[src/rtl/imm_gen_pipe_pkg.sv]
// Shared constants for the pipelined immediate generator:
// immediate format codes and the RV32I opcodes that select them.
package imm_gen_pipe_pkg;

  typedef enum logic [2:0] {
    FMT_R = 3'd0,
    FMT_I = 3'd1,
    FMT_S = 3'd2,
    FMT_B = 3'd3,
    FMT_J = 3'd4,
    FMT_U = 3'd5,
    FMT_Z = 3'd6
  } fmt_e;

  localparam logic [6:0] OPC_LOAD   = 7'b0000011;
  localparam logic [6:0] OPC_OP_IMM = 7'b0010011;
  localparam logic [6:0] OPC_JALR   = 7'b1100111;
  localparam logic [6:0] OPC_SYSTEM = 7'b1110011;
  localparam logic [6:0] OPC_STORE  = 7'b0100011;
  localparam logic [6:0] OPC_BRANCH = 7'b1100011;
  localparam logic [6:0] OPC_JAL    = 7'b1101111;
  localparam logic [6:0] OPC_LUI    = 7'b0110111;
  localparam logic [6:0] OPC_AUIPC  = 7'b0010111;
  localparam logic [6:0] OPC_OP     = 7'b0110011;

endpackage

[src/rtl/imm_gen_pipe_if.sv]
// Handshake bundle for imm_gen_pipe: instruction side (in_*) and
// decoded-immediate side (out_*). The master is the environment that
// feeds instructions and consumes immediates; the slave is the pipe.
interface imm_gen_pipe_if #(
  parameter int XLEN  = 32,
  parameter int TAG_W = 32
);
  logic              in_valid;
  logic              in_ready;
  logic [31:0]       in_instr;
  logic [TAG_W-1:0]  in_tag;
  logic              out_valid;
  logic              out_ready;
  logic [XLEN-1:0]   out_imm;
  logic [2:0]        out_fmt;
  logic              out_illegal;
  logic [TAG_W-1:0]  out_tag;

  modport master (
    output in_valid, in_instr, in_tag, out_ready,
    input  in_ready, out_valid, out_imm, out_fmt, out_illegal, out_tag
  );

  modport slave (
    input  in_valid, in_instr, in_tag, out_ready,
    output in_ready, out_valid, out_imm, out_fmt, out_illegal, out_tag
  );
endinterface

[src/rtl/imm_decode.sv]
// Combinational RV32I immediate decoder: opcode -> format, immediate
// sign-extended from instr[31] to XLEN, illegal flag for unknown opcodes.
// IMMGEN_ZIMM_EN: when defined, CSR*I instructions (SYSTEM, instr[14]=1)
// yield FMT_Z with the zero-extended 5-bit zimm.
module imm_decode
  import imm_gen_pipe_pkg::*;
#(
  parameter int XLEN = 32
) (
  input  logic [31:0]     i_instr,
  output logic [XLEN-1:0] o_imm,
  output fmt_e            o_fmt,
  output logic            o_illegal
);

  logic [31:0] w_imm32;

  // Select format and build the 32-bit immediate from the opcode.
  always_comb begin
    // NOTE: every output of a combinational block gets a default first, so
    // no path through the case leaves it unassigned and infers a latch.
    w_imm32   = '0;
    o_fmt     = FMT_R;
    o_illegal = 1'b0;
    case (i_instr[6:0])
      OPC_LOAD, OPC_OP_IMM, OPC_JALR: begin
        o_fmt   = FMT_I;
        w_imm32 = {{20{i_instr[31]}}, i_instr[31:20]};
      end
      OPC_SYSTEM: begin
`ifdef IMMGEN_ZIMM_EN
        if (i_instr[14]) begin
          o_fmt   = FMT_Z;
          w_imm32 = {27'b0, i_instr[19:15]};
        end else begin
          o_fmt   = FMT_I;
          w_imm32 = {{20{i_instr[31]}}, i_instr[31:20]};
        end
`else
        o_fmt   = FMT_I;
        w_imm32 = {{20{i_instr[31]}}, i_instr[31:20]};
`endif
      end
      OPC_STORE: begin
        o_fmt   = FMT_S;
        w_imm32 = {{20{i_instr[31]}}, i_instr[31:25], i_instr[11:7]};
      end
      OPC_BRANCH: begin
        o_fmt   = FMT_B;
        w_imm32 = {{19{i_instr[31]}}, i_instr[31], i_instr[7],
                   i_instr[30:25], i_instr[11:8], 1'b0};
      end
      OPC_JAL: begin
        o_fmt   = FMT_J;
        w_imm32 = {{11{i_instr[31]}}, i_instr[31], i_instr[19:12],
                   i_instr[20], i_instr[30:21], 1'b0};
      end
      OPC_LUI, OPC_AUIPC: begin
        o_fmt   = FMT_U;
        w_imm32 = {i_instr[31:12], 12'b0};
      end
      OPC_OP: begin
        o_fmt   = FMT_R;
      end
      default: begin
        o_illegal = 1'b1;
      end
    endcase
  end

  // Widen to XLEN; zimm has bit 31 clear so it stays zero-extended.
  assign o_imm = XLEN'($signed(w_imm32));

endmodule

[src/rtl/imm_gen_pipe.sv]
// Pipelined immediate generator: decodes the RV32I immediate at the input
// and presents it from a registered main stage backed by one skid entry,
// so in_ready can be a pure register. Optional feature macro:
// IMMGEN_ZIMM_EN (CSR*I zimm decode, handled in imm_decode).
module imm_gen_pipe
  import imm_gen_pipe_pkg::*;
#(
  parameter int XLEN  = 32,
  parameter int TAG_W = 32
) (
  input  logic           i_clk,
  input  logic           i_rst,
  input  logic           i_flush,
  imm_gen_pipe_if.slave  bus
);

  typedef struct packed {
    logic [XLEN-1:0]  imm;
    fmt_e             fmt;
    logic             illegal;
    logic [TAG_W-1:0] tag;
  } entry_t;

  logic [XLEN-1:0] w_imm;
  fmt_e            w_fmt;
  logic            w_illegal;
  entry_t          w_in_entry;

  entry_t r_main, r_skid, w_main_nxt, w_skid_nxt;
  logic   r_main_valid, r_skid_valid, r_in_ready;
  logic   w_main_valid_nxt, w_skid_valid_nxt;
  logic   w_in_fire, w_out_fire;

  imm_decode #(.XLEN(XLEN)) u_decode (
    .i_instr   (bus.in_instr),
    .o_imm     (w_imm),
    .o_fmt     (w_fmt),
    .o_illegal (w_illegal)
  );

  assign w_in_entry = '{imm: w_imm, fmt: w_fmt, illegal: w_illegal, tag: bus.in_tag};
  assign w_in_fire  = bus.in_valid & r_in_ready;
  assign w_out_fire = r_main_valid & bus.out_ready;

  // Next-state for main/skid: refill main when it is empty or draining,
  // otherwise park the accepted input in the skid entry.
  always_comb begin
    w_main_nxt       = r_main;
    w_skid_nxt       = r_skid;
    w_main_valid_nxt = r_main_valid;
    w_skid_valid_nxt = r_skid_valid;
    if (!r_main_valid || w_out_fire) begin
      if (r_skid_valid) begin
        // in_ready is low while skid is full, so no input competes here.
        w_main_nxt       = r_skid;
        w_main_valid_nxt = 1'b1;
        w_skid_valid_nxt = 1'b0;
      end else begin
        w_main_valid_nxt = w_in_fire;
        if (w_in_fire) w_main_nxt = w_in_entry;
      end
    end else if (w_in_fire) begin
      w_skid_nxt       = w_in_entry;
      w_skid_valid_nxt = 1'b1;
    end
  end

  // State registers: reset clears everything, flush only drops entries.
  always_ff @(posedge i_clk) begin
    // NOTE: state registers use non-blocking assignments so every flop
    // samples pre-edge values regardless of statement order.
    if (i_rst) begin
      // NOTE: payload registers are reset only because the block must
      // present all-zero out_* after reset; flush leaves them untouched.
      r_main       <= '0;
      r_skid       <= '0;
      r_main_valid <= 1'b0;
      r_skid_valid <= 1'b0;
      r_in_ready   <= 1'b1;
    end else if (i_flush) begin
      r_main_valid <= 1'b0;
      r_skid_valid <= 1'b0;
      r_in_ready   <= 1'b1;
    end else begin
      r_main       <= w_main_nxt;
      r_skid       <= w_skid_nxt;
      r_main_valid <= w_main_valid_nxt;
      r_skid_valid <= w_skid_valid_nxt;
      r_in_ready   <= !w_skid_valid_nxt;
    end
  end

  assign bus.in_ready    = r_in_ready;
  assign bus.out_valid   = r_main_valid;
  assign bus.out_imm     = r_main.imm;
  assign bus.out_fmt     = r_main.fmt;
  assign bus.out_illegal = r_main.illegal;
  assign bus.out_tag     = r_main.tag;

endmodule

[src/flat_wrapper.sv]
// flat-port wrapper written by rule: the top's interface ports become plain ports
module imm_gen_pipe_flat import imm_gen_pipe_pkg::*;
#(
  parameter int XLEN  = 32,
  parameter int TAG_W = 32
)
  (i_clk, i_rst, i_flush, bus_in_valid, bus_in_instr, bus_in_tag, bus_out_ready, bus_in_ready, bus_out_valid, bus_out_imm, bus_out_fmt, bus_out_illegal, bus_out_tag);
  imm_gen_pipe_if #(.XLEN(XLEN), .TAG_W(TAG_W)) bus_i ();
  input  logic i_clk;
  input  logic i_rst;
  input  logic i_flush;
  input wire logic [$bits(bus_i.in_valid)-1:0] bus_in_valid;
  input wire logic [$bits(bus_i.in_instr)-1:0] bus_in_instr;
  input wire logic [$bits(bus_i.in_tag)-1:0] bus_in_tag;
  input wire logic [$bits(bus_i.out_ready)-1:0] bus_out_ready;
  output wire logic [$bits(bus_i.in_ready)-1:0] bus_in_ready;
  output wire logic [$bits(bus_i.out_valid)-1:0] bus_out_valid;
  output wire logic [$bits(bus_i.out_imm)-1:0] bus_out_imm;
  output wire logic [$bits(bus_i.out_fmt)-1:0] bus_out_fmt;
  output wire logic [$bits(bus_i.out_illegal)-1:0] bus_out_illegal;
  output wire logic [$bits(bus_i.out_tag)-1:0] bus_out_tag;
  assign bus_i.in_valid = bus_in_valid;
  assign bus_i.in_instr = bus_in_instr;
  assign bus_i.in_tag = bus_in_tag;
  assign bus_i.out_ready = bus_out_ready;
  assign bus_in_ready = bus_i.in_ready;
  assign bus_out_valid = bus_i.out_valid;
  assign bus_out_imm = bus_i.out_imm;
  assign bus_out_fmt = bus_i.out_fmt;
  assign bus_out_illegal = bus_i.out_illegal;
  assign bus_out_tag = bus_i.out_tag;
  imm_gen_pipe #(.XLEN(XLEN), .TAG_W(TAG_W)) u_core (.i_clk(i_clk), .i_rst(i_rst), .i_flush(i_flush), .bus(bus_i));
endmodule
[config.mk]
export PLATFORM = sky130hd
export DESIGN_NAME = imm_gen_pipe_flat
export DESIGN_NICKNAME = d
export VERILOG_FILES = /design/src/rtl/imm_gen_pipe_pkg.sv /design/src/rtl/imm_gen_pipe_if.sv /design/src/rtl/imm_decode.sv /design/src/rtl/imm_gen_pipe.sv /design/src/flat_wrapper.sv
export SDC_FILE = /design/constraint.sdc
export NUM_CORES = 1
export LEC_CHECK = 0
export CAP_MARGIN = 10
export CORE_ASPECT_RATIO = 0.8
export CORE_MARGIN = 3
export CORE_UTILIZATION = 45
export DETAILED_ROUTE_END_ITERATION = 8
export PLACE_DENSITY = 0.76
export SETUP_SLACK_MARGIN = 0.5
export SLEW_MARGIN = 5
export SYNTH_ARGS = -nofsm -noshare
export SYNTH_HDL_FRONTEND = slang
export SYNTH_SLANG_ARGS = --single-unit
export TNS_END_PERCENT = 100
[constraint.sdc]
create_clock -name i_clk -period 1.85 [get_ports i_clk]
set_clock_uncertainty 0.2 [all_clocks]
set_input_delay 0.37 -clock i_clk [delete_from_list [all_inputs] [get_ports i_clk]]
set_output_delay 0.37 -clock i_clk [all_outputs]
set_load 0.05 [all_outputs]
==> impl_metrics.tcl, run 1 <==
set metrics [dict create \
    status "did not finish" \
    haltStage "global routing (5_1_grt)" \
    error_line "[ERROR DPL-0038] Utilization greater than 100%, impossible to legalize" \
    portBuffers 138 \
    cts_root_buf "clkbuf_16" \
    synth_largest_type_area_fraction 0.467 \
    synth-main-ff-cell "dfxtp_1" \
    initial_core_util 0.474 \
    yosysSeqAreaShare 0.467 \
    cts_inserted_buffers 17 \
    hold_buffers 0 \
    yosys-top-cells-area "dfxtp_1 (47%), nand2_1 (7.1%), a211oi_1 (6.8%), mux2i_1 (5.5%), nor2_1 (4.7%)" \
    synth_edf_count 0 \
    synth.distinct_cells 48 \
    ys_warn_count 0 \
    synth_nets 755 \
    synthXorXnorAreaFrac 0.00147 \
    die_h_microns 109 \
    syn_avg_cell_area_sq_um 8.69 \
    synth_fa_ha_area_frac 0 \
    syn_inst 686 \
    synth_simple_gate_area_share 0.180 \
    yosysMostFrequentCell "dfxtp_1" \
    synth_top_family_by_area "compound AO/OA/AOI/OAI gates" \
    syn-cell-area_sq_um 5960 \
    chipWidth_microns 135 \
    fp-row-count 36 \
    muxShareOfSynthArea 0.0554 \
    crit_endpoint "u_core.r_skid[10]$_SDFFE_PP0P_/D" \
    post-dp-hpwl_microns 12300 \
    synth-seq-cells 139 \
    num_io_pins 139 \
    synth_compound_area_frac 0.247 \
    synth_top_cells_by_count "dfxtp_1 (139), nand2_1 (112), nor2_1 (75)" \
    cts.sinks 139 \
    async_reset_ff_frac 0 \
    worstEpCategory "sequential cell input" \
    htree_levels 4 \
    yosysTopAreaCell "dfxtp_1" \
    cts_buffer_depth 2 \
    grt_max_degree 48 \
    place_congestion 0.807 \
]
cell families after synthesis:
| group | Yosys count |
|---|---|
| muxes | 33 |
| AOI/OAI and AO/OA | 205 |
| buffers and inverters | 68 |
| and+or+nand+nor | 240 |
| xor gates and xnor gates | 1 |
| DFF | 139 |
stage by stage:
step | hold slack, ps | setup slack (ps) | TNS, ps | area [sq um] | instances
CTS | 259 | 76.3 | 0 | 10300 | 1096
detailed placement | 251 | -670 | -64040 | 8010 | 999
global placement | 241 | -587 | -58490 | 8010 | 999
floorplan | 232 | 24.3 | 0 | 6290 | 686
repair_timing:
| item | 4_1_cts |
|---|---|
| gates resized for setup | 255 |
| gates cloned | 20 |
| setup buffers | 46 |
| pin swaps | 103 |
| setup endpoints to repair | 208 |
==> inputs of run 2 (changes only) <==
--- a/config.mk
+++ b/config.mk
@@ -6,12 +6,10 @@
 export NUM_CORES = 1
 export LEC_CHECK = 0
 export CAP_MARGIN = 10
-export CORE_ASPECT_RATIO = 0.8
 export CORE_MARGIN = 3
-export CORE_UTILIZATION = 45
+export CORE_UTILIZATION = 40
 export DETAILED_ROUTE_END_ITERATION = 8
-export PLACE_DENSITY = 0.76
-export SETUP_SLACK_MARGIN = 0.5
+export PLACE_DENSITY_LB_ADDON = 0.15
 export SLEW_MARGIN = 5
 export SYNTH_ARGS = -nofsm -noshare
 export SYNTH_HDL_FRONTEND = slang
==> constraint.sdc (replaced) <==
create_clock -name i_clk -period 2.4 [get_ports i_clk]
set_clock_uncertainty 0.2 [all_clocks]
set_input_delay 0.48 -clock i_clk [delete_from_list [all_inputs] [get_ports i_clk]]
set_output_delay 0.48 -clock i_clk [all_outputs]
set_load 0.05 [all_outputs]
==> impl_metrics.tcl, run 2 <==
set metrics [dict create \
    final_cell_mix "dfxtp_1 (138), clkdlybuf4s50_1 (135), nand2_1 (112), nor2_1 (74), a211oi_1 (54)" \
    antenna_found_initial 0 \
    rsz0062_at_grt "no" \
    arrival_ps 1650 \
    chipWidth_microns 128 \
    syn_inst 686 \
    yosysTopAreaCell "dfxtp_1" \
    insertion_delay_ps 410 \
    critPathKind "register to output pin" \
    seq_power_share 0.413 \
    cp_cell_sequence "clkdlybuf4s50_1" \
    initial_core_util 0.419 \
    status "complete, no violations" \
    largest_reg_flops 68 \
    critPathMaxStageDelay_ps 840 \
    crit_buf_inv 1 \
    ys_warn_count 0 \
    cts_inserted_buffers 17 \
    post-dp-hpwl_microns 11500 \
    irDropWorstVdd_v 0.000478 \
    cpLargestDelayFamily "buffers and inverters" \
    syn-cell-area_sq_um 5960 \
    leakagePower_uw 0.00276 \
    finalCritPeriodShare 0.970 \
    via_per_inst 5.54 \
    synth.distinct_cells 48 \
    netSwitchingPower_uw 1550 \
    synth_largest_type_area_fraction 0.467 \
    drive_above_1_share 0.122 \
    cts_root_buf "clkbuf_16" \
    worst_slew_pin_slew_ps 792 \
    use_met2 0.336 \
    yosys-top-cells-area "dfxtp_1 (47%), nand2_1 (7.1%), a211oi_1 (6.8%), mux2i_1 (5.5%), nor2_1 (4.7%)" \
    drtAntennaViolNets 0 \
    path_max_fanout 4 \
    relSlewSlack 0.472 \
    core_area_sq_um 14200 \
    portBuffers 138 \
    place_congestion 0.805 \
    synth_nets 755 \
    finalHoldViolations 0 \
    num_antenna_cells 0 \
    dr.first_iter.drc_count 439 \
    start_kind "register" \
    fp-row-count 43 \
    ctsResizeCount 0 \
    drc 0 \
    vias 5665 \
    critPathRequiredTime_ps 1720 \
    swShare 0.261 \
    min_path_type "register to register" \
    synth_edf_count 0 \
    layout_commonest_cell "dfxtp_1" \
    fin_area_sq_um 8390 \
    regMostFlops "u_core.r_skid" \
    cts_buffer_depth 2 \
    track_usage 0.204 \
    min_period_ps 2330 \
    yosysMostFrequentCell "dfxtp_1" \
    fmax_ghz 0.429 \
    p_comb_frac 0.157 \
    async_reset_ff_frac 0 \
    cpMaxStageDelayCell "clkdlybuf4s50_1" \
    use_met3 0.0575 \
    yosysSeqAreaShare 0.467 \
    setup_viol 0 \
    num_io_pins 139 \
    place_inst 991 \
    synth-seq-cells 139 \
    final_cells 1022 \
    hold_buffers 0 \
    die_h_microns 128 \
    met1_usage 0.264 \
    p_per_area_nw_per_um2 705 \
    wire_per_inst_microns 16.3 \
    grt_pass1_wl_microns 27200 \
    nets 899 \
    p_clk_frac 0.430 \
    grt_overflow_total 0 \
    synth_top_cells_by_count "dfxtp_1 (139), nand2_1 (112), nor2_1 (75)" \
    grt_max_degree 72 \
    internal_power_uw 4370 \
    cts_tree "yes" \
    htree_levels 4 \
    maxCapViolCount 0 \
    cts.sinks 139 \
    setup.worst_path.end_class "output pin" \
    dieArea_sq_um 16400 \
    place_area_sq_um 7820 \
    wl_microns 16700 \
    grt_pass1_vias 5544 \
    areaGrowthSynthToFinish_pct 40.8 \
    report.final.slew_viol_count 0 \
    syn_avg_cell_area_sq_um 8.69 \
    busiest_layer "met2" \
    clk_pin_slew_ps 60 \
    first_pass_iters 5 \
    synth-main-ff-cell "dfxtp_1" \
    postCtsSetupBuffers 0 \
]
run 2: stage by stage:
stage	setup TNS [ps]	utilization	hold WS (ps)	setup slack (ps)	power (uW)
5_1_grt	0	0.590	269	28.8	6130
2_1_floorplan	0	-	232	328	3020
3_5_place_dp	-8450	0.550	246	-222	3420
4_1_cts	0	0.590	254	55.5	5960
3_3_place_gp	-4530	0.550	241	-143	3410
6_report	0	0.590	251	71.0	5920
run 2: path summary, 6_finish.rpt:
check / startpoint / endpoint / slack, ps / cells after the start
hold reg to reg: u_core.r_skid[45] / u_core.r_skid[45] / 250 / 2
setup / recovery: u_core.bus.out_valid / bus_out_valid / 70 / 1
hold / removal: u_core.r_skid[45] / u_core.r_skid[45] / 250 / 2
setup reg to reg: u_core.bus.out_valid / u_core.r_skid[53] / 450 / 4
run 2: worst reg2reg max path, cell delays in order (launching register included):
cell and delay [ps]:
dfxtp_1 410, nand4b_1 150, or2_2 350, nor2_1 540, a211oi_1 170
run 2: cell families (layout without fill, tap and decap cells):
kind of cell	after synthesis	count (layout)	share of synthesized area
AOI/OAI and AO/OA	205	205	0.247
DFF	139	139	0.467
and+or+nand+nor	240	240	0.180
xor gates and xnor gates	1	1	0.00147
buffers and inverters	68	224	0.0496
muxes	33	33	0.0554
run 2: layout make-up:
cell class | instances | area, sq um
Fill cell | 1268 | 5820
Multi-Input combinational cell | 479 | 2890
Sequential cell | 139 | 2780
Timing Repair Buffer | 190 | 1900
Clock buffer | 23 | 478
Tap cell | 180 | 225
Clock inverter | 8 | 92.6
Inverter | 3 | 11.3
run 2: per-layer routing:
layer	wire length [microns]	vias up	share of wire
met2	8220	152	0.49
met1	7420	2702	0.44
met3	912	16	0.055
met5	0	-	0
met4	157	0	0.0094
li1	-	2795	-
run 2: power groups by stage:
stage	sequential, uW	clock (uW)	combinational (uW)
2_1_floorplan	2750	0	267
3_3_place_gp	2490	0	918
3_5_place_dp	2490	0	930
4_1_cts	2450	2580	934
5_1_grt	2460	2680	989
6_report	2450	2540	929
No activity file was read; power rests on OpenSTA's default activity.
==> inputs of run 3 (changes only) <==
--- a/config.mk
+++ b/config.mk
@@ -6,8 +6,10 @@
 export NUM_CORES = 1
 export LEC_CHECK = 0
 export CAP_MARGIN = 10
+export CELL_PAD_IN_SITES_DETAIL_PLACEMENT = 1
+export CELL_PAD_IN_SITES_GLOBAL_PLACEMENT = 2
 export CORE_MARGIN = 3
-export CORE_UTILIZATION = 40
+export CORE_UTILIZATION = 29
 export DETAILED_ROUTE_END_ITERATION = 8
 export PLACE_DENSITY_LB_ADDON = 0.15
 export SLEW_MARGIN = 5
==> impl_metrics.tcl, run 3 (synthesis gave the netlist of run 2 again) <==
set metrics [dict create \
    report.final.slew_viol_count 0 \
    critPathMaxStageDelay_ps 830 \
    cts_inserted_buffers 17 \
    dr.first_iter.drc_count 225 \
    drc 0 \
    holdWs_ps 252 \
    fmax_ghz 0.428 \
    cpMaxStageDelayCell "clkdlybuf4s50_1" \
    cp_cell_sequence "clkdlybuf4s50_1" \
    clk_pin_slew_ps 60 \
    fp-row-count 51 \
    rr_startpoint "u_core.bus.out_valid" \
    postCtsSetupBuffers 0 \
    finalCritPeriodShare 0.974 \
    place_ws_ps -258 \
    hold_buffers 0 \
    critPathRequiredTime_ps 1720 \
    irDropWorstVdd_v 0.000506 \
    num_antenna_cells 0 \
    critPathKind "register to output pin" \
    die_h_microns 149 \
    htree_levels 4 \
    worst_slew_pin_slew_ps 795 \
    insertion_delay_ps 430 \
    crit_buf_inv 1 \
    areaGrowthSynthToFinish_pct 45.1 \
    cpLargestDelayFamily "buffers and inverters" \
    p_per_area_nw_per_um2 719 \
    grt_max_degree 67 \
    portBuffers 138 \
    largest_reg_flops 68 \
    leakagePower_uw 0.00284 \
    initial_core_util 0.300 \
    finalHoldViolations 0 \
    wl_microns 20100 \
    place_inst 1090 \
    startpoint "u_core.bus.out_imm[29]" \
    chipWidth_microns 149 \
    first_pass_iters 4 \
    wire_per_inst_microns 17.9 \
    grt_pass1_wl_microns 32400 \
    core_area_sq_um 19800 \
    cts_tree "yes" \
    status "complete, no violations" \
    drive_above_1_share 0.139 \
    min_period_ps 2340 \
    via_per_inst 5.18 \
    place_congestion 0.777 \
    vias 5812 \
    drtAntennaViolNets 0 \
    regMostFlops "u_core.r_skid" \
    place_area_sq_um 8030 \
    min_path_type "register to register" \
    track_usage 0.183 \
    ctsResizeCount 0 \
    final_cells 1122 \
    setup.worst_path.end_class "output pin" \
    final_cell_mix "dfxtp_1 (138), clkdlybuf4s50_1 (134), nand2_1 (112), nor2_1 (74), buf_4 (59)" \
    worstHoldStart "u_core.r_skid[45]" \
    start_kind "register" \
    num_io_pins 139 \
    arrival_ps 1660 \
    totalNegativeSetupSlack_ps 0 \
    setup_viol 0 \
    antenna_found_initial 0 \
    path_max_fanout 2 \
    relSlewSlack 0.470 \
    layout_commonest_cell "dfxtp_1" \
    post-dp-hpwl_microns 13900 \
    cts_root_buf "clkbuf_16" \
    rsz0062_at_grt "no" \
    dieArea_sq_um 22300 \
    grt_pass1_vias 6297 \
    grt_overflow_total 0 \
    cts_buffer_depth 2 \
    maxCapViolCount 0 \
    fin_area_sq_um 8640 \
    fin_ws_ps 62.4 \
    cts.sinks 139 \
    nets 913 \
]
==> run 3: cell count changes in the layout (fill, tap and decap cells not counted), sizes merged <==
cell           before  now
buf                55   70
bufinv              2    4
clkbuf             23   21
clkdlybuf4s50     135  134
clkinv              6    5
clkinvlp            1    2
inv                 2    3
==> run 3: worst paths after layout <==
path | to | slack, ps | depth (start not counted)
max | bus_out_imm[29] | 60 | 1
min | u_core.r_skid[45] | 250 | 2
max reg2reg | u_core.r_skid[54] | 430 | 4
min reg2reg | u_core.r_skid[45] | 250 | 2
==> run 3: final cells by class <==
| cell class | instances | area (sq um) |
|---|---|---|
| Inverter | 3 | 11.3 |
| Sequential cell | 139 | 2780 |
| Clock buffer | 21 | 450 |
| Timing Repair Buffer | 204 | 2000 |
| Multi-Input combinational cell | 479 | 2890 |
| Tap cell | 265 | 332 |
| Fill cell | 2263 | 11200 |
| Clock inverter | 11 | 168 |
==> run 3: metal layers <==
layer  up-vias  track usage  share of wire
li1       2812            -              -
met1      2840        0.219           0.43
met2       137        0.315           0.51
met3        23       0.0550          0.048
met4         0       0.0549          0.014
met5         -            0              0
==> run 3: through the flow <==
stage,power [uW],utilization
2_1_floorplan,3020,-
3_3_place_gp,3450,0.404
3_5_place_dp,3470,0.404
4_1_cts,6280,0.436
5_1_grt,6460,0.436
6_report,6210,0.436
==> run 3: power by group <==
part	total, uW	internal, uW	leakage [uW]	switching, uW
clock network	2800	1760	0.000297	1040
registers	2450	2400	0.00113	52.2
logic	966	393	0.00141	573
